<file path="src/rtl/key_disp.sv">
// Key-entry display: edge-detects scanner key events into a right-entry digit
// buffer and multiplexes it onto a 7-segment display. Optional: ERR_DISP_EN.
module key_disp #(
  parameter int NDIG    = 4,
  parameter bit COM_ACT = 1'b0
) (
  input  logic            clk,
  input  logic            rst,
  input  logic            pls1k,
  input  logic            nkpls,
  input  logic [4:0]      nkv,
  output logic [6:0]      seg_out,
  output logic [NDIG-1:0] com_out,
  output logic [3:0]      ndig_val
);

  localparam int         IW    = $clog2(NDIG);
  localparam logic [4:0] BLANK = 5'h10;
  localparam logic [4:0] K_CLR = 5'd17;
  localparam logic [4:0] K_BS  = 5'd18;
`ifdef ERR_DISP_EN
  localparam logic [4:0] K_ERR = 5'd31;
`endif

  function automatic logic [6:0] seg_enc(input logic [4:0] e);
    logic [6:0] s;
    case (e[3:0])
      4'h0: s = 7'h3F;  4'h1: s = 7'h06;  4'h2: s = 7'h5B;  4'h3: s = 7'h4F;
      4'h4: s = 7'h66;  4'h5: s = 7'h6D;  4'h6: s = 7'h7D;  4'h7: s = 7'h07;
      4'h8: s = 7'h7F;  4'h9: s = 7'h6F;  4'hA: s = 7'h77;  4'hB: s = 7'h7C;
      4'hC: s = 7'h39;  4'hD: s = 7'h5E;  4'hE: s = 7'h79;  default: s = 7'h71;
    endcase
    if (e[4]) s = '0;
    return s;
  endfunction

  logic                 p0, p1, nkpls_d;
  logic                 tick, key_ev;
  logic [NDIG-1:0][4:0] dig_q, dig_n;   // entry 0 is the rightmost digit
  logic [3:0]           cnt_n;
  logic [3:0]           hex;
  logic [IW-1:0]        scan_idx;
  logic [6:0]           seg_n;
  logic [NDIG-1:0]      com_n;
`ifdef ERR_DISP_EN
  logic                 err_q, err_n;
`endif

  assign tick   = p0 & ~p1;
  assign key_ev = nkpls & ~nkpls_d;

  // NOTE: every variable gets a default first so no path leaves it unassigned
  // and no latch is inferred.
  always_comb begin
    dig_n = dig_q;
    cnt_n = ndig_val;
    hex   = '0;
`ifdef ERR_DISP_EN
    err_n = err_q;
`endif
    if (key_ev) begin
`ifdef ERR_DISP_EN
      err_n = (nkv == K_ERR);
`endif
      if (nkv >= 5'd1 && nkv <= 5'd16) begin
        if (nkv == 5'd10)     hex = 4'h0;
        else if (nkv < 5'd10) hex = nkv[3:0];
        else                  hex = 4'(nkv - 5'd1);
        dig_n = {dig_q[NDIG-2:0], {1'b0, hex}};
        if (ndig_val != 4'(NDIG)) cnt_n = ndig_val + 4'd1;
      end else if (nkv == K_CLR) begin
        dig_n = {NDIG{BLANK}};
        cnt_n = '0;
      end else if (nkv == K_BS && ndig_val != 4'd0) begin
        dig_n = {BLANK, dig_q[NDIG-1:1]};
        cnt_n = ndig_val - 4'd1;
      end
    end
  end

  // Display uses pre-update buffer contents, so a same-cycle key shows next visit.
  always_comb begin
    seg_n           = seg_enc(dig_q[scan_idx]);
`ifdef ERR_DISP_EN
    if (err_q) seg_n = 7'h79;
`endif
    com_n           = {NDIG{~COM_ACT}};
    com_n[scan_idx] = COM_ACT;
  end

  // NOTE: sequential state uses non-blocking assignments only, so every flop
  // samples the values from before this edge regardless of statement order.
  // NOTE: the digit buffer is a handful of flops, not a RAM, so it is reset
  // along with everything else to give a known blank display.
  always_ff @(posedge clk or negedge rst) begin
    if (!rst) begin
      p0       <= 1'b0;
      p1       <= 1'b0;
      nkpls_d  <= 1'b0;
      dig_q    <= {NDIG{BLANK}};
      ndig_val <= '0;
      scan_idx <= '0;
      seg_out  <= '0;
      com_out  <= {NDIG{~COM_ACT}};
`ifdef ERR_DISP_EN
      err_q    <= 1'b0;
`endif
    end else begin
      p0       <= pls1k;
      p1       <= p0;
      nkpls_d  <= nkpls;
      dig_q    <= dig_n;
      ndig_val <= cnt_n;
`ifdef ERR_DISP_EN
      err_q    <= err_n;
`endif
      if (tick) begin
        seg_out  <= seg_n;
        com_out  <= com_n;
        scan_idx <= (scan_idx == IW'(NDIG - 1)) ? '0 : scan_idx + 1'b1;
      end
    end
  end

endmodule
</file>
<file path="config.mk">
export PLATFORM = sky130hd
export DESIGN_NAME = key_disp
export DESIGN_NICKNAME = d
export VERILOG_FILES = /design/src/rtl/key_disp.sv
export SDC_FILE = /design/constraint.sdc
export NUM_CORES = 1
export LEC_CHECK = 0
export CAP_MARGIN = 40
export CORE_AREA = 2 2 77 79
export DETAILED_ROUTE_END_ITERATION = 10
export DIE_AREA = 0 0 79 81
export PLACE_DENSITY = 0.73
export SLEW_MARGIN = 20
export SYNTH_ARGS = -nofsm -noshare
export SYNTH_HDL_FRONTEND = slang
export SYNTH_SLANG_ARGS = --single-unit
</file>
<file path="constraint.sdc">
create_clock -name clk -period 4.75 [get_ports clk]
set_input_delay 0.475 -clock clk [delete_from_list [all_inputs] [get_ports clk]]
set_output_delay 0.475 -clock clk [all_outputs]
set_load 0.1 [all_outputs]
</file>
==> impl_summary.log, run 1 <==
[metrics] result of the run: finished clean
[metrics] via count of the first global-routing pass: 1834
[metrics] number of cells produced by synthesis: 237
[metrics] Synth Register Bits: 40
[metrics] area leader, netlist: sky130_fd_sc_hd__dfrtp_1
[metrics] count of hold-fix buffers inserted at cts: 0
[metrics] net total in the final layout: 292
[metrics] DP Wirelength: 3.56 mm
[metrics] worst skew pair latency: 0.29 ns
[metrics] detailed-router iteration count before antenna repair: 4
[metrics] Remaining DRCs: 0
[metrics] cells resized by post-CTS repair: 0
[metrics] final-layout worst hold slack: 0.137 ns
[metrics] power density over the cells: 679 nW/µm²
[metrics] DIE WIDTH: 79 µm
[metrics] count of H-tree levels built during CTS: 2
[metrics] post-CTS setup buffer count: 0
[metrics] number of warnings reported in the yosys synthesis log: 0
[metrics] achievable clock frequency: 364 MHz
[metrics] clk_skew: 0.00716 ns
[metrics] top cell type's share of synthesized area: 0.329
[metrics] FF/Latch Area: 1010 µm²
[metrics] number of I/O port buffers: 23
[metrics] Post-Synthesis Net Count: 261
[metrics] Hold Path Class: in2async
[metrics] kind of end point of the critical path: register
[metrics] Cell Rows: 28
[metrics] First DRT Iteration DRCs: 117
[metrics] first-pass GRT wire length: 8.36 mm
[metrics] Initial Util: 0.429
[metrics] total clock buffers created by CTS: 5
[metrics] antenna violations before repair: 0
[metrics] number of top-level pins: 24
[metrics] RD Place Congestion: 0.885
[metrics] category of cells accounting for the largest share of critical-path delay: compound AO/OA/AOI/OAI gates
[metrics] GR Util All Layers: 0.163
[metrics] Setup-failing EPs final: 0
[metrics] total wire length: 4.90 mm
[metrics] sum of overflow across all layers after global routing: 0
[metrics] Max-Slew Margin vs Limit: 0.545
[metrics] largest net degree at the start of global routing: 22
[metrics] core region area: 5680 µm²
[metrics] post-detailed-route count of antenna-violating nets: 0
[metrics] ratio of routed vias to standard cells: 5.40
[metrics] Post-synth EDFFs: 0
[metrics] most area-consuming cells after synthesis: sky130_fd_sc_hd__dfrtp_1 33%, sky130_fd_sc_hd__dfstp_2 8.6%, sky130_fd_sc_hd__ha_1 7.7%, sky130_fd_sc_hd__o21ai_0 5.5%, sky130_fd_sc_hd__mux4_2 4.6%
[metrics] crit path kind: in2reg
[metrics] post-synthesis instance area: 2440 µm²
[metrics] setup repair after global routing missed its margin: no
[metrics] Lkg Pwr: 1.29 nW
[metrics] fraction of final layout cells with drive strength greater than 1: 0.201
[metrics] number of failing hold endpoints at the final stage: 0
[metrics] area used by multi-input combinational logic: 1280 µm²
[metrics] die outline area: 6400 µm²
[metrics] Worst Tran Pin Value: 0.683 ns
[metrics] IR Drop Worst-Case VDD: 393 µV
[metrics] critical path, cell by cell: clkdlybuf4s50_1, inv_1, ha_1, or3b_4, a32oi_4, nand2_1, o2bb2ai_1, mux2_2
[metrics] cell at the root of the clock tree: sky130_fd_sc_hd__clkbuf_8
[metrics] clock tree from TritonCTS: built
[metrics] required time reported for the critical path endpoint: 4.98 ns
[metrics] antenna diode count: 0
[metrics] critical path's largest stage delay: 0.54 ns
[metrics] chip height: 81 µm
[metrics] Period Utilization, post-route: 0.579
[metrics] sequential cell area fraction in the yosys report: 0.415
[metrics] flip-flop cell with the highest count after synthesis: sky130_fd_sc_hd__dfrtp_1
[metrics] number of unique standard cell types used by synthesis: 45
[metrics] total via count in the routed design: 1858
[metrics] clock slew seen by the registers of the worst setup and hold paths: 0.08 ns
[metrics] synthesis-to-finish area growth: 25.2%
[metrics] arrival time worst endpoint: 2.98 ns
[metrics] slowest cell on the critical path: sky130_fd_sc_hd__clkdlybuf4s50_1
[metrics] mean area per synthesized cell: 10.3 µm²
[metrics] Setup Total Neg Slack: 0 ns
[metrics] CTS Buffer Depth: 2
[metrics] Critical path buffers and inverters: 2
[metrics] post-layout min period: 2.75 ns
[metrics] Startpoint Class: input port
[metrics] fin. max-slew vios: 0
[metrics] max-cap violations: 0
[metrics] Filler Cells Inserted: 496
[metrics] fraction of registers with async set/reset: 1.00
[metrics] wire per inst: 14.3 µm
[metrics] TritonCTS sink count: 40
[metrics] Crit Path Max Fanout: 21
cells in the mapped netlist (all sizes together) (7+ instances only):
library cell,number
a21oi,12
a22o,7
a22oi,11
buf,9
clkbuf,7
dfrtp,32
dfstp,8
ha,15
inv,16
mux2,8
nand2,13
nor2,14
o21ai,27
path summary, 6_finish.rpt:
check | from | endpoint | slack, ns | cells after the start
hold reg to reg | p0$_DFF_PN0_ | p1$_DFF_PN0_ | 0.39 | 0
hold / removal | rst | seg_out[3]$_DFFE_PN0P_ | 0.14 | 1
min in group clk | p0$_DFF_PN0_ | p1$_DFF_PN0_ | 0.39 | 0
setup reg to reg | ndig_val[0]$_DFFE_PN0P_ | dig_q[0]$_DFFE_PN0P_ | 2.35 | 8
max in group asynchronous | rst | dig_q[4]$_DFFE_PN1P_ | 4.07 | 2
setup / recovery | nkv[1] | dig_q[0]$_DFFE_PN0P_ | 2.00 | 8
layer usage:
metal	share of wire	track usage	up-vias
met2	0.49	0.284	50
met3	0.039	0.0378	6
li1	-	-	913
met5	0	0	-
met4	0.0073	0.0379	0
met1	0.46	0.206	889
layout make-up:
cell class	count	share of cell area
Sequential cell	40	0.331
Multi-Input combinational cell	165	0.419
Tap cell	75	0.0308
Clock buffer	6	0.0271
Timing Repair Buffer	40	0.159
Clock inverter	2	0.0127
Inverter	16	0.0197
worst reg2reg max path, cell delays in order (launching register included):
cell,delay [ns]
sky130_fd_sc_hd__dfrtp_1,0.39
sky130_fd_sc_hd__inv_1,0.12
sky130_fd_sc_hd__ha_1,0.23
sky130_fd_sc_hd__nor2b_1,0.18
sky130_fd_sc_hd__a2111oi_2,0.36
sky130_fd_sc_hd__a21oi_1,0.08
sky130_fd_sc_hd__buf_4,0.19
sky130_fd_sc_hd__nor2_2,0.35
sky130_fd_sc_hd__mux2_2,0.39
flip-flops by register name (all words and copies together), names as in the netlist:
register  flops
nkpls_d       1
scan_idx      2
p1            1
ndig_val      4
seg_out       7
p0            1
dig_q        20
com_out       4
logic make-up after synthesis:
kind of cell               count (synthesis)  synth area share
AOI/OAI and AO/OA                         77             0.224
DFF                                       40             0.415
xor gates and xnor gates                   5            0.0180
adders and majority gates                 15            0.0770
and+or+nand+nor                           50             0.102
buffers and inverters                     32            0.0601
muxes                                     18             0.104
per-stage QoR:
stage	power [mW]	instances	utilization	setup slack [ns]	area (µm²)
detailed placement	1.78	336	0.516	1.70	2930
global placement	1.58	320	0.472	1.85	2680
global route	2.19	344	0.537	1.86	3050
finish	2.07	344	0.537	2.00	3050
CTS	2.09	344	0.537	2.00	3050
floorplan	1.39	237	-	1.91	2440
power breakdown:
group / switching, mW / internal (mW) / total [mW]
registers: 0.115 / 0.469 / 0.584
clock network: 0.122 / 0.172 / 0.294
logic: 0.717 / 0.477 / 1.19
cell usage in the layout (no fill, tap or decap), types with 2 or more instances in the layout:
cell,n
sky130_fd_sc_hd__a21o_1,2
sky130_fd_sc_hd__nor3_1,6
sky130_fd_sc_hd__a21oi_1,12
sky130_fd_sc_hd__nor2_1,13
sky130_fd_sc_hd__a22oi_1,11
sky130_fd_sc_hd__buf_8,15
sky130_fd_sc_hd__clkdlybuf4s50_1,22
sky130_fd_sc_hd__mux2i_1,5
sky130_fd_sc_hd__o2bb2ai_1,4
sky130_fd_sc_hd__nand3_1,4
sky130_fd_sc_hd__o21ai_0,27
sky130_fd_sc_hd__a22o_1,7
sky130_fd_sc_hd__nor2b_1,3
sky130_fd_sc_hd__dfstp_2,8
sky130_fd_sc_hd__nand2_1,13
sky130_fd_sc_hd__mux4_2,5
sky130_fd_sc_hd__ha_1,15
sky130_fd_sc_hd__dfrtp_1,32
sky130_fd_sc_hd__clkbuf_8,6
sky130_fd_sc_hd__xnor2_1,3
sky130_fd_sc_hd__mux2_2,8
sky130_fd_sc_hd__nand2b_1,4
sky130_fd_sc_hd__inv_1,16
sky130_fd_sc_hd__xor2_1,2
sky130_fd_sc_hd__a32o_1,2
Power figures use the tool's default switching activity.
==> inputs of run 2 (changes only) <==
clock period = 2.7 ns   (was 4.75 ns; I/O delays follow)
==> run 2 against run 1 <==
  * Via count down 2.0%
  * Sequential cell count unchanged
  * Power up 59%
  * Count of clock-buffer cells in the layout down 1
  * Critical path depth unchanged
  * Sequential power up 76%
  * Clock power up 72%
  * Die area unchanged
  * Hold slack better by 0.25 ns
  * Worst setup slack worse by 1.6 ns
  * Critical endpoint is now ndig_val[0]$_DFFE_PN0P_
  * Largest cell class unchanged
==> impl_summary.log, run 2 (synthesis gave the netlist of run 1 again) <==
[metrics] result of the run: finished clean
[metrics] number of failing hold endpoints at the final stage: 0
[metrics] cell-internal power: 1.67 mW
[metrics] arrival time worst endpoint: 2.57 ns
[metrics] Remaining DRCs: 0
[metrics] Cell Rows: 28
[metrics] die outline area: 6400 µm²
[metrics] slowest cell on the critical path: sky130_fd_sc_hd__a311oi_2
[metrics] post-layout min period: 2.35 ns
[metrics] Sw Pwr: 1.62 mW
[metrics] post-detailed-placement cell area: 2720 µm²
[metrics] detailed-router iteration count before antenna repair: 4
[metrics] cell at the root of the clock tree: sky130_fd_sc_hd__clkbuf_8
[metrics] First DRT Iteration DRCs: 155
[metrics] setup repair after global routing missed its margin: no
[metrics] crit path kind: reg2reg
[metrics] critical path, cell by cell: inv_1, ha_1, nor2b_1, a2111oi_2, a21oi_1, buf_4, a311oi_2, mux2i_1
[metrics] net total in the final layout: 286
[metrics] chip height: 81 µm
[metrics] Setup Total Neg Slack: 0 ns
[metrics] Setup-failing EPs final: 0
[metrics] IR Drop Worst-Case VDD: 639 µV
[metrics] cell area after layout: 2850 µm²
[metrics] CTS Buffer Depth: 2
[metrics] clock tree from TritonCTS: built
[metrics] Reg2Reg Launch Point: ndig_val[0]$_DFFE_PN0P_
[metrics] Startpoint Class: register
[metrics] clk_skew: 0.00678 ns
[metrics] number of top-level pins: 24
[metrics] total wire length: 4.71 mm
[metrics] clock slew seen by the registers of the worst setup and hold paths: 0.08 ns
[metrics] DP Wirelength: 3.52 mm
[metrics] first-pass GRT wire length: 8.34 mm
[metrics] sum of overflow across all layers after global routing: 0
[metrics] synthesis-to-finish area growth: 16.9%
[metrics] power density over the cells: 1160 nW/µm²
[metrics] count of H-tree levels built during CTS: 2
[metrics] Regs by FF count: dig_q: 20 flops, seg_out: 7 flops
[metrics] critical path's largest stage delay: 0.44 ns
[metrics] max-cap violations: 0
[metrics] total clock buffers created by CTS: 5
[metrics] Filler Cells Inserted: 535
[metrics] cells resized by post-CTS repair: 0
[metrics] Worst Hold Launch: p0$_DFF_PN0_
[metrics] relative contribution of sequential cells to total power: 0.313
[metrics] core region area: 5680 µm²
[metrics] Hold Path Class: reg2reg
[metrics] kind of end point of the critical path: register
[metrics] ratio of routed vias to standard cells: 5.39
[metrics] largest net degree at the start of global routing: 27
[metrics] relative contribution of the clock network to total power: 0.153
[metrics] wire per inst: 13.9 µm
[metrics] achievable clock frequency: 426 MHz
[metrics] post-detailed-route count of antenna-violating nets: 0
[metrics] number of flip-flops under the largest register name: 20
[metrics] Initial Util: 0.429
[metrics] antenna diode count: 0
[metrics] Reg with most FFs: dig_q
[metrics] number of I/O port buffers: 23
[metrics] RD Place Congestion: 0.833
[metrics] Gate power share: 0.533
[metrics] Worst Tran Pin Value: 0.530 ns
[metrics] TritonCTS sink count: 40
[metrics] Crit Path Max Fanout: 12
[metrics] fin. max-slew vios: 0
[metrics] Period Utilization, post-route: 0.869
[metrics] required time reported for the critical path endpoint: 2.92 ns
[metrics] via count of the first global-routing pass: 1791
[metrics] GR Util All Layers: 0.166
[metrics] post-CTS setup buffer count: 0
[metrics] origin of the worst setup path: ndig_val[0]$_DFFE_PN0P_
[metrics] Max-Slew Margin vs Limit: 0.646
[metrics] Lkg Pwr: 1.23 nW
[metrics] Switching Share: 0.492
[metrics] worst skew pair latency: 0.30 ns
[metrics] Total Power Consumption: 3.29 mW
[metrics] total via count in the routed design: 1821
[metrics] antenna violations before repair: 0
[metrics] highest-count cells in the layout ignoring fill and taps: 30 x sky130_fd_sc_hd__dfrtp_1, 27 x sky130_fd_sc_hd__o21ai_0, 24 x sky130_fd_sc_hd__buf_4
[metrics] most common library cell in the layout ignoring fill and taps: sky130_fd_sc_hd__dfrtp_1
[metrics] DIE WIDTH: 79 µm
[metrics] fraction of final layout cells with drive strength greater than 1: 0.243
## run 2: power groups by stage
stage | Sequential [mW] | Combinational (mW) | Clock, mW
global placement | 1.03 | 1.73 | 0
CTS | 1.03 | 1.77 | 0.521
floorplan | 1.66 | 0.787 | 0
finish | 1.03 | 1.76 | 0.505
global route | 1.07 | 1.90 | 0.545
detailed placement | 1.05 | 1.76 | 0
## run 2: final timing paths
kind / endpoint / slack [ns] / cells after the start
worst min-delay path: p1$_DFF_PN0_ / 0.38 / 0
min in group asynchronous: seg_out[6]$_DFFE_PN0P_ / 0.40 / 2
worst max register to register: ndig_val[0]$_DFFE_PN0P_ / 0.35 / 8
worst max-delay path: ndig_val[0]$_DFFE_PN0P_ / 0.35 / 8
max in group asynchronous: dig_q[4]$_DFFE_PN1P_ / 1.77 / 3
worst min register to register: p1$_DFF_PN0_ / 0.38 / 0
## run 2: per-stage QoR
step,setup slack [ns],instances,hold slack (ns),util
3_5_place_dp,0.160,329,0.199,0.479
2_1_floorplan,0.184,237,-0.0256,-
4_1_cts,0.352,338,0.393,0.502
3_3_place_gp,0.284,328,0.365,0.476
5_1_grt,0.181,338,0.400,0.502
6_report,0.354,338,0.385,0.502
## run 2: layout make-up
type / count / area (µm²) / share of cell area
Multi-Input combinational cell: 165 / 1280 / 0.449
Inverter: 16 / 60.1 / 0.0211
Clock inverter: 3 / 47.5 / 0.0167
Clock buffer: 5 / 68.8 / 0.0242
Tap cell: 75 / 93.8 / 0.0330
Sequential cell: 40 / 1010 / 0.356
Timing Repair Buffer: 34 / 285 / 0.100
## run 2: worst max-delay path: cells and delay by family (launching register included)
family                     cells  cell delay [ns]
muxes                          1             0.23
AOI/OAI and AO/OA              3             0.95
DFF                            1             0.39
adders and majority gates      1             0.21
buffers and inverters          2             0.30
and+or+nand+nor                1             0.18
## run 2: layer usage
layer	part of all wire	global-route usage	wire length, µm	vias to the layer above
li1	-	-	-	900
met5	0	0	0	-
met2	0.47	0.275	2210	39
met3	0.042	0.0322	198	8
met1	0.47	0.213	2220	874
met4	0.017	0.0741	82	0
## run 2: timing repair
item / CTS / global route
hold endpoints to repair: 10 / 0
endpoints found under the setup margin: 0 / 0
hold buffers: 1 / 0
==> inputs of run 3 (changes only) <==
REMOVE_ABC_BUFFERS = 1   (was unset)
SLEW_MARGIN = unset   (was 20)
clock period = 2.8 ns   (was 2.7 ns; I/O delays follow)
==> run 3 against run 2 <==
  * Sequential share of layout area rose by 0.24 points
  * Clock skew is essentially flat
  * Die area stayed put
  * Via count increased by 1.8%
  * Register-to-register slack improved by 0.09 ns
  * Count of clock-buffer cells in the layout grew 1
==> impl_summary.log, run 3 (synthesis gave the netlist of run 1 again) <==
[metrics] slowest cell on the critical path: sky130_fd_sc_hd__clkdlybuf4s50_1
[metrics] Period Utilization, post-route: 0.841
[metrics] clock tree from TritonCTS: built
[metrics] number of top-level pins: 24
[metrics] Crit Path Max Fanout: 13
[metrics] Core Util, Final: 0.497
[metrics] synthesis-to-finish area growth: 15.8%
[metrics] detailed-router iteration count before antenna repair: 6
[metrics] First DRT Iteration DRCs: 152
[metrics] number of failing hold endpoints at the final stage: 0
[metrics] chip height: 81 µm
[metrics] category of cells accounting for the largest share of critical-path delay: buffers and inverters
[metrics] via count of the first global-routing pass: 1790
[metrics] antenna diode count: 0
[metrics] count of H-tree levels built during CTS: 2
[metrics] max-cap violations: 0
[metrics] net total in the final layout: 283
[metrics] sum of overflow across all layers after global routing: 0
[metrics] Lkg Pwr: 1.22 nW
[metrics] post-CTS setup buffer count: 0
[metrics] post-layout min period: 2.35 ns
[metrics] Regs by FF count: dig_q: 20 flops, seg_out: 7 flops
[metrics] achievable clock frequency: 425 MHz
[metrics] die outline area: 6400 µm²
[metrics] Hold Path Class: reg2reg
[metrics] clk_skew: 0.00676 ns
[metrics] Worst Reg2Reg Path Length in Cells: 8
[metrics] Initial Util: 0.429
[metrics] total wire length: 5.06 mm
[metrics] number of flip-flops under the largest register name: 20
[metrics] crit path kind: in2reg
[metrics] clock slew seen by the registers of the worst setup and hold paths: 0.07 ns
[metrics] fraction of final layout cells with drive strength greater than 1: 0.223
[metrics] cell count along the critical path: 8
[metrics] most common library cell in the layout ignoring fill and taps: sky130_fd_sc_hd__dfrtp_1
[metrics] Max-Slew Margin vs Limit: 0.630
[metrics] Setup-failing EPs final: 0
[metrics] result of the run: finished clean
[metrics] first-pass GRT wire length: 8.74 mm
[metrics] critical path, cell by cell: clkdlybuf4s50_1, inv_1, ha_1, or3b_4, a32oi_4, buf_4, and2b_1, a22o_1
[metrics] antenna violations before repair: 0
[metrics] core region area: 5680 µm²
[metrics] Filler Cells Inserted: 525
[metrics] TritonCTS sink count: 40
[metrics] Critical path buffers and inverters: 3
[metrics] GR Util All Layers: 0.176
[metrics] CTS Buffer Depth: 2
[metrics] Reg with most FFs: dig_q
[metrics] Startpoint Class: input port
[metrics] count of cells along the worst hold path: 0
[metrics] fin. max-slew vios: 0
[metrics] largest net degree at the start of global routing: 25
[metrics] FF/Latch Area: 1010 µm²
[metrics] Worst Tran Pin Value: 0.554 ns
[metrics] critical path's largest stage delay: 0.47 ns
[metrics] cell at the root of the clock tree: sky130_fd_sc_hd__clkbuf_8
[metrics] DIE WIDTH: 79 µm
[metrics] area used by multi-input combinational logic: 1280 µm²
[metrics] setup repair after global routing missed its margin: no
[metrics] Remaining DRCs: 0
[metrics] post-detailed-placement cell area: 2700 µm²
[metrics] DP Wirelength: 3.63 mm
[metrics] RD Place Congestion: 0.836
[metrics] power density over the cells: 1120 nW/µm²
[metrics] arrival time worst endpoint: 2.58 ns
[metrics] final-layout worst hold slack: 0.388 ns
[metrics] post-detailed-route count of antenna-violating nets: 0
[metrics] total via count in the routed design: 1854
[metrics] kind of end point of the critical path: register
[metrics] cell area after layout: 2820 µm²
[metrics] number of I/O port buffers: 23
[metrics] Setup Total Neg Slack: 0 ns
[metrics] ratio of routed vias to standard cells: 5.53
[metrics] cells resized by post-CTS repair: 0
[metrics] required time reported for the critical path endpoint: 3.03 ns
[metrics] IR Drop Worst-Case VDD: 818 µV
[metrics] highest-count cells in the layout ignoring fill and taps: 32 x sky130_fd_sc_hd__dfrtp_1, 27 x sky130_fd_sc_hd__o21ai_0, 21 x sky130_fd_sc_hd__buf_4
[metrics] total clock buffers created by CTS: 5
[metrics] Cell Rows: 28
[metrics] wire per inst: 15.1 µm
[metrics] worst skew pair latency: 0.29 ns
[run 3: layout make-up]
class	instances	share of cell area
sequential	40	0.358
clock buffer	6	0.0257
multi-input combinational	165	0.453
inverter	16	0.0213
clock inverter	2	0.0124
tap	75	0.0333
timing repair buffer	31	0.0958
[run 3: worst paths after layout]
path                                               from                 endpoint  slack, ns
worst max register to register  ndig_val[0]$_DFFE_PN0P_  ndig_val[0]$_DFFE_PN0P_       0.45
worst min-delay path                       p0$_DFF_PN0_             p1$_DFF_PN0_       0.39
min in group asynchronous                           rst     dig_q[0]$_DFFE_PN0P_       0.46
worst max-delay path                             nkv[0]    dig_q[17]$_DFFE_PN0P_       0.45
max in group asynchronous                           rst   com_out[3]$_DFFE_PN1P_       1.79
worst min register to register             p0$_DFF_PN0_             p1$_DFF_PN0_       0.39
[run 3: what timing repair did]
item	CTS	global route
endpoints found under the hold margin	12	0
hold buffers	1	0
setup endpoints to repair	0	0
[run 3: metrics by stage]
step                power [mW]  worst slack (ns)  cells
finish                    3.17             0.445    335
global route              3.37             0.256    335
floorplan                 2.32            -0.145    221
CTS                       3.19             0.421    335
global placement          2.68             0.246    325
detailed placement        2.72             0.175    326
[run 3: metal layers]
layer,GRT usage,vias to the layer above,share of wire
met5,0,-,0
met4,0.0690,0,0.018
met3,0.0411,7,0.038
met2,0.292,45,0.51
met1,0.223,907,0.44
li1,-,895,-
[run 3: report_power, final]
part	switching [mW]	internal (mW)	total, mW
clock network	0.196	0.264	0.460
logic	1.16	0.546	1.71
registers	0.206	0.795	1.00
total	1.56	1.61	3.17
